$ cat config.mk
export PLATFORM = sky130hd
export DESIGN_NAME = cmp_frame_stats
export DESIGN_NICKNAME = d
export VERILOG_FILES = /design/src/rtl/cmp_pkg.sv /design/src/rtl/comparator4bit.sv /design/src/rtl/cmp_frame_stats.sv
export SDC_FILE = /design/constraint.sdc
export NUM_CORES = 1
export LEC_CHECK = 0
export BUFFER_PORTS_ARGS = -buffer_cell sky130_fd_sc_hd__buf_4
export CAP_MARGIN = 10
export CORE_ASPECT_RATIO = 1.1
export CORE_MARGIN = 5
export CORE_UTILIZATION = 55
export DETAILED_ROUTE_END_ITERATION = 8
export PLACE_DENSITY_LB_ADDON = 0.1
export SLEW_MARGIN = 20
export SYNTH_ARGS = -nofsm -noshare
export SYNTH_HDL_FRONTEND = slang
export SYNTH_SLANG_ARGS = --single-unit
$ cat constraint.sdc
create_clock -name clk -period 2.5 [get_ports clk]
set_clock_uncertainty 0.15 [all_clocks]
set_input_delay 0.125 -clock clk [delete_from_list [all_inputs] [get_ports clk]]
set_output_delay 0.125 -clock clk [all_outputs]
set_load 0.05 [all_outputs]
$ cat src/rtl/cmp_pkg.sv
// Shared definitions for the frame statistics block.
// Holds the controller state encoding, the sample width and the default
// frame length used by cmp_frame_stats and its bench.
package cmp_pkg;

  localparam int SAMPLE_W      = 4;
  localparam int FRAME_LEN_DEF = 8;

  typedef enum logic [1:0] {
    IDLE  = 2'd0,  // no sample held
    ACCUM = 2'd1,  // 1..FRAME_LEN-1 samples taken
    HOLD  = 2'd2   // frame result presented
  } state_e;

endpackage

$ cat src/rtl/comparator4bit.sv
// 4-bit unsigned magnitude comparator.
// Ports:
//   a_i, b_i : operands
//   e_o      : a_i == b_i
//   g_o      : a_i >  b_i
//   l_o      : a_i <  b_i
module comparator4bit (
  input  logic [3:0] a_i,
  input  logic [3:0] b_i,
  output logic       e_o,
  output logic       g_o,
  output logic       l_o
);

  assign e_o = (a_i == b_i);
  assign g_o = (a_i >  b_i);
  assign l_o = (a_i <  b_i);

endmodule

$ cat src/rtl/cmp_frame_stats.sv
// Frame statistics: collects FRAME_LEN 4-bit samples and reports the frame
// maximum, minimum and the number of samples strictly greater than their
// predecessor.
//
// Ports:
//   clk, rst_n   : clock, synchronous active-low reset
//   in_data      : sample, in_valid / in_ready handshake
//   flush        : discard partial frame or held result (highest priority)
//   max_out      : frame maximum      (0 when out_valid=0)
//   min_out      : frame minimum      (0 when out_valid=0)
//   rise_cnt     : rising-sample count (0 when out_valid=0)
//   out_valid    : result presented, consumed with out_ready
//   state_o      : controller state, for observation only
//
// Handshake: a transfer happens in a cycle where valid and ready are both 1.
// in_ready does not depend on in_valid; out_valid does not depend on
// out_ready. A presented result stays stable until it is taken or flushed.
module cmp_frame_stats
  import cmp_pkg::*;
#(
  parameter int FRAME_LEN = FRAME_LEN_DEF
) (
  input  logic                clk,
  input  logic                rst_n,
  input  logic [SAMPLE_W-1:0] in_data,
  input  logic                in_valid,
  output logic                in_ready,
  input  logic                flush,
  output logic [SAMPLE_W-1:0] max_out,
  output logic [SAMPLE_W-1:0] min_out,
  output logic [3:0]          rise_cnt,
  output logic                out_valid,
  input  logic                out_ready,
  output logic [1:0]          state_o
);

  // Count value just before the final accept of a frame.
  localparam logic [3:0] LAST_CNT = 4'(FRAME_LEN - 1);

  state_e              state_q, state_d;
  logic [SAMPLE_W-1:0] max_q, max_d;
  logic [SAMPLE_W-1:0] min_q, min_d;
  logic [SAMPLE_W-1:0] prev_q, prev_d;
  logic [3:0]          cnt_q, cnt_d;
  logic [3:0]          rise_q, rise_d;

  logic accept;
  logic max_e, max_g, max_l;
  logic min_e, min_g, min_l;
  logic prv_e, prv_g, prv_l;

  comparator4bit u_cmp_max (.a_i(in_data), .b_i(max_q),  .e_o(max_e), .g_o(max_g), .l_o(max_l));
  comparator4bit u_cmp_min (.a_i(in_data), .b_i(min_q),  .e_o(min_e), .g_o(min_g), .l_o(min_l));
  comparator4bit u_cmp_prv (.a_i(in_data), .b_i(prev_q), .e_o(prv_e), .g_o(prv_g), .l_o(prv_l));

  // Only the strict-greater / strict-less results steer updates; equality
  // means "no change", so the remaining outputs are deliberately sunk here.
  logic unused_cmp;
  assign unused_cmp = ^{max_e, max_l, min_e, min_g, prv_e, prv_l};

  assign in_ready  = (state_q != HOLD) && !flush;
  assign accept    = in_valid && in_ready;
  assign out_valid = (state_q == HOLD);
  assign max_out   = out_valid ? max_q  : '0;
  assign min_out   = out_valid ? min_q  : '0;
  assign rise_cnt  = out_valid ? rise_q : '0;
  assign state_o   = state_q;

  always_comb begin
    state_d = state_q;
    max_d   = max_q;
    min_d   = min_q;
    prev_d  = prev_q;
    cnt_d   = cnt_q;
    rise_d  = rise_q;
    if (flush) begin
      state_d = IDLE;
      max_d   = '0;
      min_d   = '0;
      prev_d  = '0;
      cnt_d   = '0;
      rise_d  = '0;
    end else begin
      case (state_q)
        IDLE: begin
          if (accept) begin
            max_d   = in_data;
            min_d   = in_data;
            prev_d  = in_data;
            cnt_d   = 4'd1;
            rise_d  = '0;
            state_d = ACCUM;
          end
        end
        ACCUM: begin
          if (accept) begin
            if (max_g) max_d = in_data;
            if (min_l) min_d = in_data;
            // At most FRAME_LEN-1 increments per frame, so no wrap in 4 bits.
            if (prv_g) rise_d = rise_q + 4'd1;
            prev_d = in_data;
            cnt_d  = cnt_q + 4'd1;
            if (cnt_q == LAST_CNT) state_d = HOLD;
          end
        end
        HOLD: begin
          if (out_ready) begin
            state_d = IDLE;
            max_d   = '0;
            min_d   = '0;
            prev_d  = '0;
            cnt_d   = '0;
            rise_d  = '0;
          end
        end
        default: state_d = IDLE;
      endcase
    end
  end

  always_ff @(posedge clk) begin
    if (!rst_n) begin
      state_q <= IDLE;
      max_q   <= '0;
      min_q   <= '0;
      prev_q  <= '0;
      cnt_q   <= '0;
      rise_q  <= '0;
    end else begin
      state_q <= state_d;
      max_q   <= max_d;
      min_q   <= min_d;
      prev_q  <= prev_d;
      cnt_q   <= cnt_d;
      rise_q  <= rise_d;
    end
  end

endmodule

Yosys cells after proc, flatten, opt, wreduce, memory -nomap -nowiden
Index checks and enable logic that the tools add are counted.

word-level totals
  bits in registers = 22
  input port bits = 9
  output and inout port bits = 16
  logic and storage cells = 62

cells by class
  add/subtract/negate cells = 2
  $lt $le $gt $ge = 3
  equal/unequal tests = 12
  multiplexer cells = 24
  bitwise logic cells = 1
  reductions and logical operators = 14

operator list
  kind                                                             count
  4-bit two-way mux                                                14
  4-bit one-hot mux with 3 select lines                            4
  5-bit AND reduction                                              3
  2-bit != test, second input constant                             7
  4-bit by 1-bit adder with 4-bit output, second input constant    2
  4-bit > comparator                                               2
  2-bit two-way mux                                                4
  4-bit one-hot mux with 2 select lines                            1
  4-bit AND reduction                                              2
  2-bit one-hot mux with 3 select lines                            1
  4-bit by 3-bit == test with 1-bit output, second input constant  1
  4-bit < comparator                                               1
  2-bit by 1-bit != test with 1-bit output, second input constant  2
  2-bit OR reduction                                               2
  3-bit AND reduction                                              1
  3-bit nonzero test                                               1
  2-bit by 1-bit == test with 1-bit output, second input constant  1
  2-bit == test, second input constant                             1
  1-bit logical AND                                                2
  2-bit zero test                                                  1
  2-bit nonzero test                                               1
  1-bit zero test                                                  1
  1-bit NOT                                                        1

Logic depth before layout (Yosys ltp)
Gate-level depths: netlist of run 1.

  depth after elaboration = 5
  depth in mapped cells = 9
  mapped depth without buffers = 7

Cells and area by module
A second synthesis of run 1 with hierarchy kept.

unflattened totals
  cell total of the unflattened synthesis = 187
  area total of the unflattened synthesis = 1591.5 um^2

modules (own cells, without submodules)
  module           instances  cells each  area each (um^2)  sequential area each (um^2)
  cmp_frame_stats  1          139         1204.9            440.4
  comparator4bit   3          16          128.9             0.0

Worst setup path after synthesis of run 1
OpenSTA, ideal clock, no wires.

  path kind = register to register
  from = register state_q[0] (netlist: state_o[0])
  to = register cnt_q[2]
  library setup time = 0.071 ns
  arrival = 2.468 ns
  required time = 2.279 ns
  path slack = -0.188 ns
  cell stages (with the launch flop) = 9
  buffers on the path = 1
  period minus slack after synthesis = 2.688 ns
  cell sequence = dfxtp_1 inv_1 ha_1 nor3b_4 a21o_4 nand2b_4 buf_6 or4_1 a21oi_1

between the ends
  elaborated cells on any way between the ends = 12
  those cells by class = eq/ne: 6; mux: 1; reduce/logical: 5

RTL lines
  element                                                                                          line                    text
  start: declaration                                                                               cmp_frame_stats.sv:40   state_e state_q, state_d;
  start signal: assignment                                                                         cmp_frame_stats.sv:130  state_q <= state_d;
  2-bit == test (*)                                                                                -
  named net out_valid                                                                              cmp_frame_stats.sv:32   output logic out_valid,
  2-bit by 1-bit != test with 1-bit output (no source line) or 3-bit nonzero test (tied branches)  -
  4-bit AND reduction (no source line)                                                             -
  end signal: assignment                                                                           cmp_frame_stats.sv:134  cnt_q <= cnt_d;
  end: declaration                                                                                 cmp_frame_stats.sv:44   logic [3:0] cnt_q, cnt_d;

Mark *: on every way through the listed nets, which the timed path passes. The rest lies on a longest branch.
A chain may end at the register's enable or synchronous reset.

Worst setup path after layout of run 1
  from = register state_q[1] (netlist: state_o[1])
  to = register rise_q[3]

between the ends
  word-level cells in the longest chain between the ends = 5
  elaborated cells on any way between the ends = 13
  those cells by class = eq/ne: 7; mux: 1; reduce/logical: 5

RTL lines
  element                               line                    text
  2-bit != test                         cmp_frame_stats.sv:61   assign in_ready = (state_q != HOLD) && !flush;
  1-bit logical AND                     cmp_frame_stats.sv:61
  1-bit logical AND                     cmp_frame_stats.sv:62   assign accept = in_valid && in_ready;
  2-bit != test (no source line)        -
  5-bit AND reduction (no source line)  -
  end signal: assignment                cmp_frame_stats.sv:135  rise_q <= rise_d;
  end: declaration                      cmp_frame_stats.sv:45   logic [3:0] rise_q, rise_d;

Several ways; a longest one is shown, not always the timed one.

==> results_dict.tcl, run 1 <==
set metrics [dict create \
    startpoint_type "flop" \
    crit_required_ps 2600 \
    fillCellCount 256 \
    rsz0062_at_grt "no" \
    ctsHoldBuffers 0 \
    clockRootBuffer "clkbuf_4" \
    peakVddDrop_mv 0.351 \
    die_y_um 65.5 \
    drive_gt1_frac 0.185 \
    dp.cells 240 \
    p_leak_uw 0.000722 \
    synth_cell_types 41 \
    p_int_uw 502 \
    routed_wl_um 3650 \
    path_max_fanout 24 \
    slew-limit-headroom 0.644 \
    instances_no_fill 244 \
    rows 20 \
    critPathMaxStageDelay_ps 520 \
    synth_edf_count 0 \
    hp-start "in_data[2]" \
    place_congestion 0.833 \
    drt_iter0_drc 69 \
    power_frac_clock 0.290 \
    pre_cts_ws_ps 336 \
    cts_resized 0 \
    post_drt_wl_per_cell_um 14.9 \
    synth_seq_cells 22 \
    async_flop_share 0 \
    first_pass_iters 6 \
    io_buffers 24 \
    wl_met1_um 1560 \
    slew_viol_final 0 \
    synth_fp_nets 213 \
    cts_sinks 22 \
    ys_seq_area_frac 0.286 \
    cp_top_family "simple AND/OR/NAND/NOR gates" \
    ys_warn_count 0 \
    met3WireLength_um 268 \
    overflow 0 \
    syn_area_per_cell_um2 8.23 \
    drv_cap 0 \
    cts_tree "yes" \
    synth_cells 187 \
    worstSetupEndpointType "flop" \
    worstPathArrival_ps 2290 \
    clockBufferDepth 2 \
    start_util 0.564 \
    pin_count 25 \
    rrSetupSlack_ps 310 \
    grt_max_degree 25 \
    viasPerCell 6.00 \
    coreArea_um2 2730 \
    drc_errors 0 \
    swShare 0.293 \
    dr.max_layer_used "met4" \
    power_frac_seq 0.517 \
    post_cts_buffers 0 \
    antenna_left 0 \
    syn_area_um2 1540 \
    path_class "flop to flop" \
    grt_pass1_wl_um 6320 \
    clk_pin_slew_ps 130 \
    status "complete, no violations" \
    cts_max_level 1 \
    via_count 1464 \
    hold_viol_final 0 \
    num-nets-final 238 \
    switchingPower_uw 208 \
    path_cells "inv_1, ha_1, nor2_1, a21o_4, nand2b_4, or4_1, a21boi_0" \
    wl_met2_um 1740 \
    p_total_uw 710 \
    tns_ps 0 \
    max_freq_mhz 458 \
    final_cell_mix "buf_4 (27), dfxtp_1 (21), nor2_1 (19)" \
    cp_slowest_cell "or4_1" \
    worstMarginPinSlew_ps 532 \
    p_per_area_nw_per_um2 401 \
    grt_pass1_vias 1393 \
    grt_usage 0.205 \
    cts_inserted_buffers 3 \
    min_path_type "input pin to flop" \
    regToRegStartpoint "state_o[1]$_SDFFE_PP0P_" \
    period_minus_slack_ps 2190 \
    finalWorstSetupSlack_ps 314 \
    layout_commonest_cell "buf_4" \
    fin_crit_sh 0.874 \
    antenna_found_initial 0 \
    dieArea_um2 3960 \
    dp_hpwl_um 2790 \
    setup_viol 0 \
    synth_flop_cell "dfxtp_1" \
    area_delta_synth_final_pct 15.0 \
    diodes 0 \
    crit_path_start "state_o[1]$_SDFFE_PP0P_" \
    die_w_um 60.4 \
    clock_latency_ps 320 \
    power_frac_comb 0.193 \
    cp_num_buf_inv 1 \
]
power groups by stage:
stage	logic, uW	clock network (uW)	registers (uW)
4_1_cts	137	210	367
2_1_floorplan	98.7	0	375
3_5_place_dp	135	0	375
6_report	137	206	367
5_1_grt	154	224	369
3_3_place_gp	129	0	374
tightest hold or removal path: stages:
cell,delay [ps]
buf_4,140
inv_1,60
or4_1,100
a31oi_1,70
state kept, by name (all words and copies together) (netlist names):
signal / cells
max_q: 4
prev_q: 4
state_o: 2
min_q: 4
cnt_q: 4
rise_q: 4
final cells by class:
cell class / instances / area, um^2 / area share
inverter: 17 / 63.8 / 0.0361
sequential: 22 / 442 / 0.250
multi-input combinational: 141 / 983 / 0.556
clock buffer: 4 / 36.3 / 0.0205
tap: 33 / 41.3 / 0.0233
timing repair buffer: 27 / 203 / 0.115
final timing paths:
path,to,depth (start not counted)
max,rise_q[3]$_SDFFE_PP0P_,7
min,min_q[2]$_SDFFE_PP0P_,4
max reg2reg,rise_q[3]$_SDFFE_PP0P_,7
min reg2reg,prev_q[3]$_SDFFE_PP0P_,2
per-layer routing:
| layer | up-vias | global-route usage |
|---|---|---|
| li1 | 714 | - |
| met3 | 13 | 0.0216 |
| met2 | 67 | 0.331 |
| met5 | - | 0 |
| met1 | 670 | 0.277 |
| met4 | 0 | 0.0813 |
metrics by stage:
step                      cell area [um^2]  hold slack [ps]  utilization
after floorplan                       1540              237            -
after global placement                1730              290        0.635
after detailed placement              1730              314        0.635
after CTS                             1770             69.6        0.649
after global routing                  1770              102        0.649
final                                 1770             69.9        0.649
synth_stat cells, types with 4 or more instances:
cell type	instances	area, um^2
dfxtp_1	22	440
nor2_1	19	71.3
ha_1	17	213
inv_1	17	63.8
a21oi_1	13	65.1
and2_1	12	75.1
nand3_1	11	55.1
o21ai_0	9	45.0
nand2_1	6	22.5
or4_1	6	45.0
mux2i_1	5	50.1
nand2b_1	5	31.3
a31oi_1	4	25.0
cell families (layout without fill, tap and decap cells):
logic type / after synthesis / count (layout) / synth area share
simple gates: 76 / 76 / 0.280
compound gates: 43 / 43 / 0.186
buf+inv: 24 / 48 / 0.0764
flops: 22 / 22 / 0.286
fa+ha+maj: 17 / 17 / 0.138
mux: 5 / 5 / 0.0325
Power figures use the tool's default switching activity.
==> inputs of run 2 (changes only) <==
--- a/constraint.sdc
+++ b/constraint.sdc
@@ -3,3 +3,3 @@
 set_input_delay 0.125 -clock clk [delete_from_list [all_inputs] [get_ports clk]]
 set_output_delay 0.125 -clock clk [all_outputs]
-set_load 0.05 [all_outputs]
+set_load 0.005 [all_outputs]
==> run 2 against run 1 <==
Worst hold slack better by 10 ps. Routed wire length down 4.2%. Clock power up 36%. Sequential power about the same. Combinational power down 5%. Via count down 3.2%. Utilization up 0.50 points.
==> results_dict.tcl, run 2 (synthesized netlist as in run 1, its figures left out) <==
set metrics [dict create \
    crit_required_ps 2600 \
    drt_iter0_drc 70 \
    worstPathArrival_ps 2460 \
    startpoint_type "flop" \
    cts_sinks 22 \
    clock_latency_ps 320 \
    start_util 0.564 \
    worstSetupEndpointType "flop" \
    setup_viol 0 \
    final_area_um2 1780 \
    min_path_type "input pin to flop" \
    multi_input_area_um2 981 \
    slew_viol_final 0 \
    grt_pass1_vias 1411 \
    seq_area_um2 442 \
    drive_gt1_frac 0.180 \
    status "complete, no violations" \
    layout_commonest_cell "buf_4" \
    grt_usage 0.194 \
    die_w_um 60.4 \
    p_per_area_nw_per_um2 436 \
    post_cts_buffers 0 \
    rsz0062_at_grt "no" \
    cts_tree "yes" \
    first_pass_iters 4 \
    cts_inserted_buffers 3 \
    num-nets-final 238 \
    dpl_cell_area_um2 1730 \
    drc_errors 0 \
    final_cell_mix "buf_4 (27), dfxtp_1 (21), nor2_1 (19)" \
    clk_pin_slew_ps 140 \
    dieArea_um2 3960 \
    via_count 1417 \
    cts_max_level 1 \
    dp_hpwl_um 2780 \
    peakVddDrop_mv 0.494 \
    area_delta_synth_final_pct 15.9 \
    post_drt_wl_per_cell_um 14.3 \
    place_congestion 0.845 \
    overflow 0 \
    io_buffers 24 \
    fin_crit_sh 0.943 \
    hold_viol_final 0 \
    die_y_um 65.5 \
    p_leak_uw 0.000730 \
    path_class "flop to flop" \
    viasPerCell 5.81 \
    grt_max_degree 25 \
    antenna_found_initial 0 \
    fillCellCount 245 \
    grt_pass1_wl_um 6000 \
    clockRootBuffer "clkbuf_4" \
    pin_count 25 \
    tns_ps 0 \
    path_max_fanout 24 \
    rows 20 \
    holdWs_ps 80.2 \
    routed_wl_um 3490 \
    diodes 0 \
    coreArea_um2 2730 \
    max_freq_mhz 424 \
    slew-limit-headroom 0.643 \
    antenna_left 0 \
    period_minus_slack_ps 2360 \
    worstMarginPinSlew_ps 536 \
    drv_cap 0 \
    clockBufferDepth 2 \
]
[run 2: cell count changes in the layout (fill, tap and decap cells not counted), sizes merged]
cell	previous run	this run
bufinv	0	1
clkbuf	4	3
[run 2: metrics by stage]
step                total power [uW]  worst slack [ps]  std cells   util
detailed placement               504               180        240  0.634
floorplan                        468               393        187      -
finish                           777               142        244  0.654
global route                     812              14.9        244  0.654
global placement                 498               315        240  0.634
CTS                              780               143        244  0.653
[run 2: path summary, 6_finish.rpt]
path	start	depth (start not counted)	end	slack [ps]
worst max-delay path	state_o[0]$_SDFFE_PP0P_	7	rise_q[3]$_SDFFE_PP0P_	140
worst min-delay path	in_data[2]	4	min_q[2]$_SDFFE_PP0P_	80
worst max register to register	state_o[0]$_SDFFE_PP0P_	7	rise_q[3]$_SDFFE_PP0P_	140
worst min register to register	prev_q[3]$_SDFFE_PP0P_	2	prev_q[3]$_SDFFE_PP0P_	340
[run 2: cell type report]
type / count / share of cell area
multi-input cells: 141 / 0.550
flip-flops and latches: 22 / 0.248
repair buffers: 27 / 0.114
inverters: 17 / 0.0358
well taps: 33 / 0.0232
clock inverters: 1 / 0.0168
clock buffers: 3 / 0.0126
[run 2: critical path, cell delays in order (launching register included)]
cell,delay (ps)
dfxtp_1,450
inv_1,100
ha_1,260
nor3b_4,260
a21o_4,160
nand2b_4,150
or4_1,530
a21boi_0,210
[run 2: metal layers]
metal  GRT usage  routed length (um)  vias up
met5           0                   0        -
met2       0.347                1750       28
li1            -                   -      717
met3      0.0334                 175        6
met1       0.235                1530      666
met4      0.0488                  40        0
[run 2: timing repair]
action | in CTS | in global routing
gates resized for setup | 0 | 1
setup endpoints to repair | 0 | 1
hold buffers | 0 | 0
[run 2: power breakdown]
| group | leakage (uW) | internal [uW] | switching (uW) |
|---|---|---|---|
| logic | 0.000524 | 53.7 | 76.2 |
| clock network | 0.0000279 | 162 | 118 |
| registers | 0.000179 | 359 | 7.51 |
| total | 0.000730 | 575 | 202 |
==> inputs of run 3 (changes only) <==
RECOVER_POWER = 100   (was default)
==> run 3 against run 2 <==
Cell count unchanged. Global-route usage unchanged. Clock power decreased by 2%. Non-clock buffer count unchanged. Clock-buffer cell count unchanged. Critical path depth unchanged. Utilization decreased by 0.14 points. Sequential power about the same. Critical endpoint unchanged. Largest cell class unchanged.
==> results_dict.tcl, run 3 (synthesized netlist as in run 1, its figures left out) <==
set metrics [dict create \
    post_drt_wl_per_cell_um 14.3 \
    path_max_fanout 24 \
    cts_sinks 22 \
    rsz0062_at_grt "no" \
    max_freq_mhz 425 \
    hold_viol_final 0 \
    die_w_um 60.4 \
    worstPathArrival_ps 2450 \
    worstSetupEndpointType "flop" \
    min_path_type "input pin to flop" \
    drc_errors 0 \
    pin_count 25 \
    drt_iter0_drc 71 \
    via_count 1414 \
    startpoint_type "flop" \
    area_delta_synth_final_pct 15.6 \
    p_per_area_nw_per_um2 434 \
    status "complete, no violations" \
    grt_pass1_vias 1411 \
    antenna_left 0 \
    diodes 0 \
    clockBufferDepth 2 \
    slew_viol_final 0 \
    grt_usage 0.194 \
    cts_tree "yes" \
    crit_required_ps 2590 \
    final_cell_mix "dfxtp_1 (21), nor2_1 (19), buf_4 (18)" \
    slew-limit-headroom 0.532 \
    overflow 0 \
    path_class "flop to flop" \
    clockRootBuffer "clkbuf_4" \
    clk_pin_slew_ps 130 \
    wl_met1_um 1510 \
    start_util 0.564 \
    clock_latency_ps 310 \
    dieArea_um2 3960 \
    peakVddDrop_mv 0.487 \
    setup_viol 0 \
    dr.max_layer_used "met4" \
    die_y_um 65.5 \
    first_pass_iters 4 \
    io_buffers 24 \
    p_leak_uw 0.000716 \
    drv_cap 0 \
    layout_commonest_cell "dfxtp_1" \
    num-nets-final 238 \
    rows 20 \
    met3WireLength_um 180 \
    dp_hpwl_um 2780 \
    period_minus_slack_ps 2350 \
    ctsHoldBuffers 0 \
    cts_max_level 1 \
    fillCellCount 247 \
    cts_inserted_buffers 3 \
    wl_met2_um 1780 \
    worstMarginPinSlew_ps 702 \
    grt_pass1_wl_um 6000 \
    routed_wl_um 3490 \
    holdWs_ps 89.3 \
    coreArea_um2 2730 \
    antenna_found_initial 0 \
    post_cts_buffers 0 \
    place_congestion 0.845 \
    fin_crit_sh 0.942 \
    viasPerCell 5.80 \
    drive_gt1_frac 0.175 \
    grt_max_degree 25 \
    tns_ps 0 \
]
## run 3: worst paths after layout
kind | endpoint | slack, ps | cells after the start | start
setup / recovery | rise_q[3]$_SDFFE_PP0P_ | 150 | 7 | state_o[0]$_SDFFE_PP0P_
hold / removal | min_q[2]$_SDFFE_PP0P_ | 90 | 4 | in_data[2]
setup reg to reg | rise_q[3]$_SDFFE_PP0P_ | 150 | 7 | state_o[0]$_SDFFE_PP0P_
hold reg to reg | prev_q[3]$_SDFFE_PP0P_ | 340 | 2 | prev_q[3]$_SDFFE_PP0P_
## run 3: per-stage QoR
stage / utilization / instances / instance area, um^2 / power [uW] / worst slack [ps]
after floorplan: - / 187 / 1540 / 468 / 393
after global placement: 0.634 / 240 / 1730 / 498 / 315
after detailed placement: 0.634 / 240 / 1730 / 504 / 180
after CTS: 0.653 / 244 / 1780 / 780 / 143
after global routing: 0.652 / 244 / 1780 / 812 / 18.7
final: 0.652 / 244 / 1780 / 773 / 146
## run 3: per-layer routing
| layer | GRT usage | up-vias |
|---|---|---|
| li1 | - | 717 |
| met1 | 0.235 | 663 |
| met2 | 0.347 | 32 |
| met3 | 0.0334 | 2 |
| met4 | 0.0488 | 0 |
| met5 | 0 | - |
## run 3: critical path, stage by stage (launching register included)
cell and delay, ps:
dfxtp_1 450, inv_1 100, ha_1 260, nor3b_4 260, a21o_4 160, nand2b_4 150, or4_1 540, a21boi_0 210
## run 3: power by group
part           internal (uW)  total, uW  switching [uW]
clock                    162        276             114
sequential               359        367            7.58
combinational           53.6        130            76.4
## run 3: layout make-up
| type | instances | area [um^2] | area share |
|---|---|---|---|
| sequential | 22 | 442 | 0.248 |
| clock buffer | 3 | 22.5 | 0.0127 |
| inverter | 17 | 63.8 | 0.0359 |
| multi-input combinational | 141 | 981 | 0.551 |
| tap | 33 | 41.3 | 0.0232 |
| clock inverter | 1 | 30.0 | 0.0169 |
| timing repair buffer | 27 | 199 | 0.112 |
## run 3: timing repair
item	CTS	global route
endpoints found under the setup margin	0	1
gates resized for setup	0	1
hold endpoints to repair	0	0
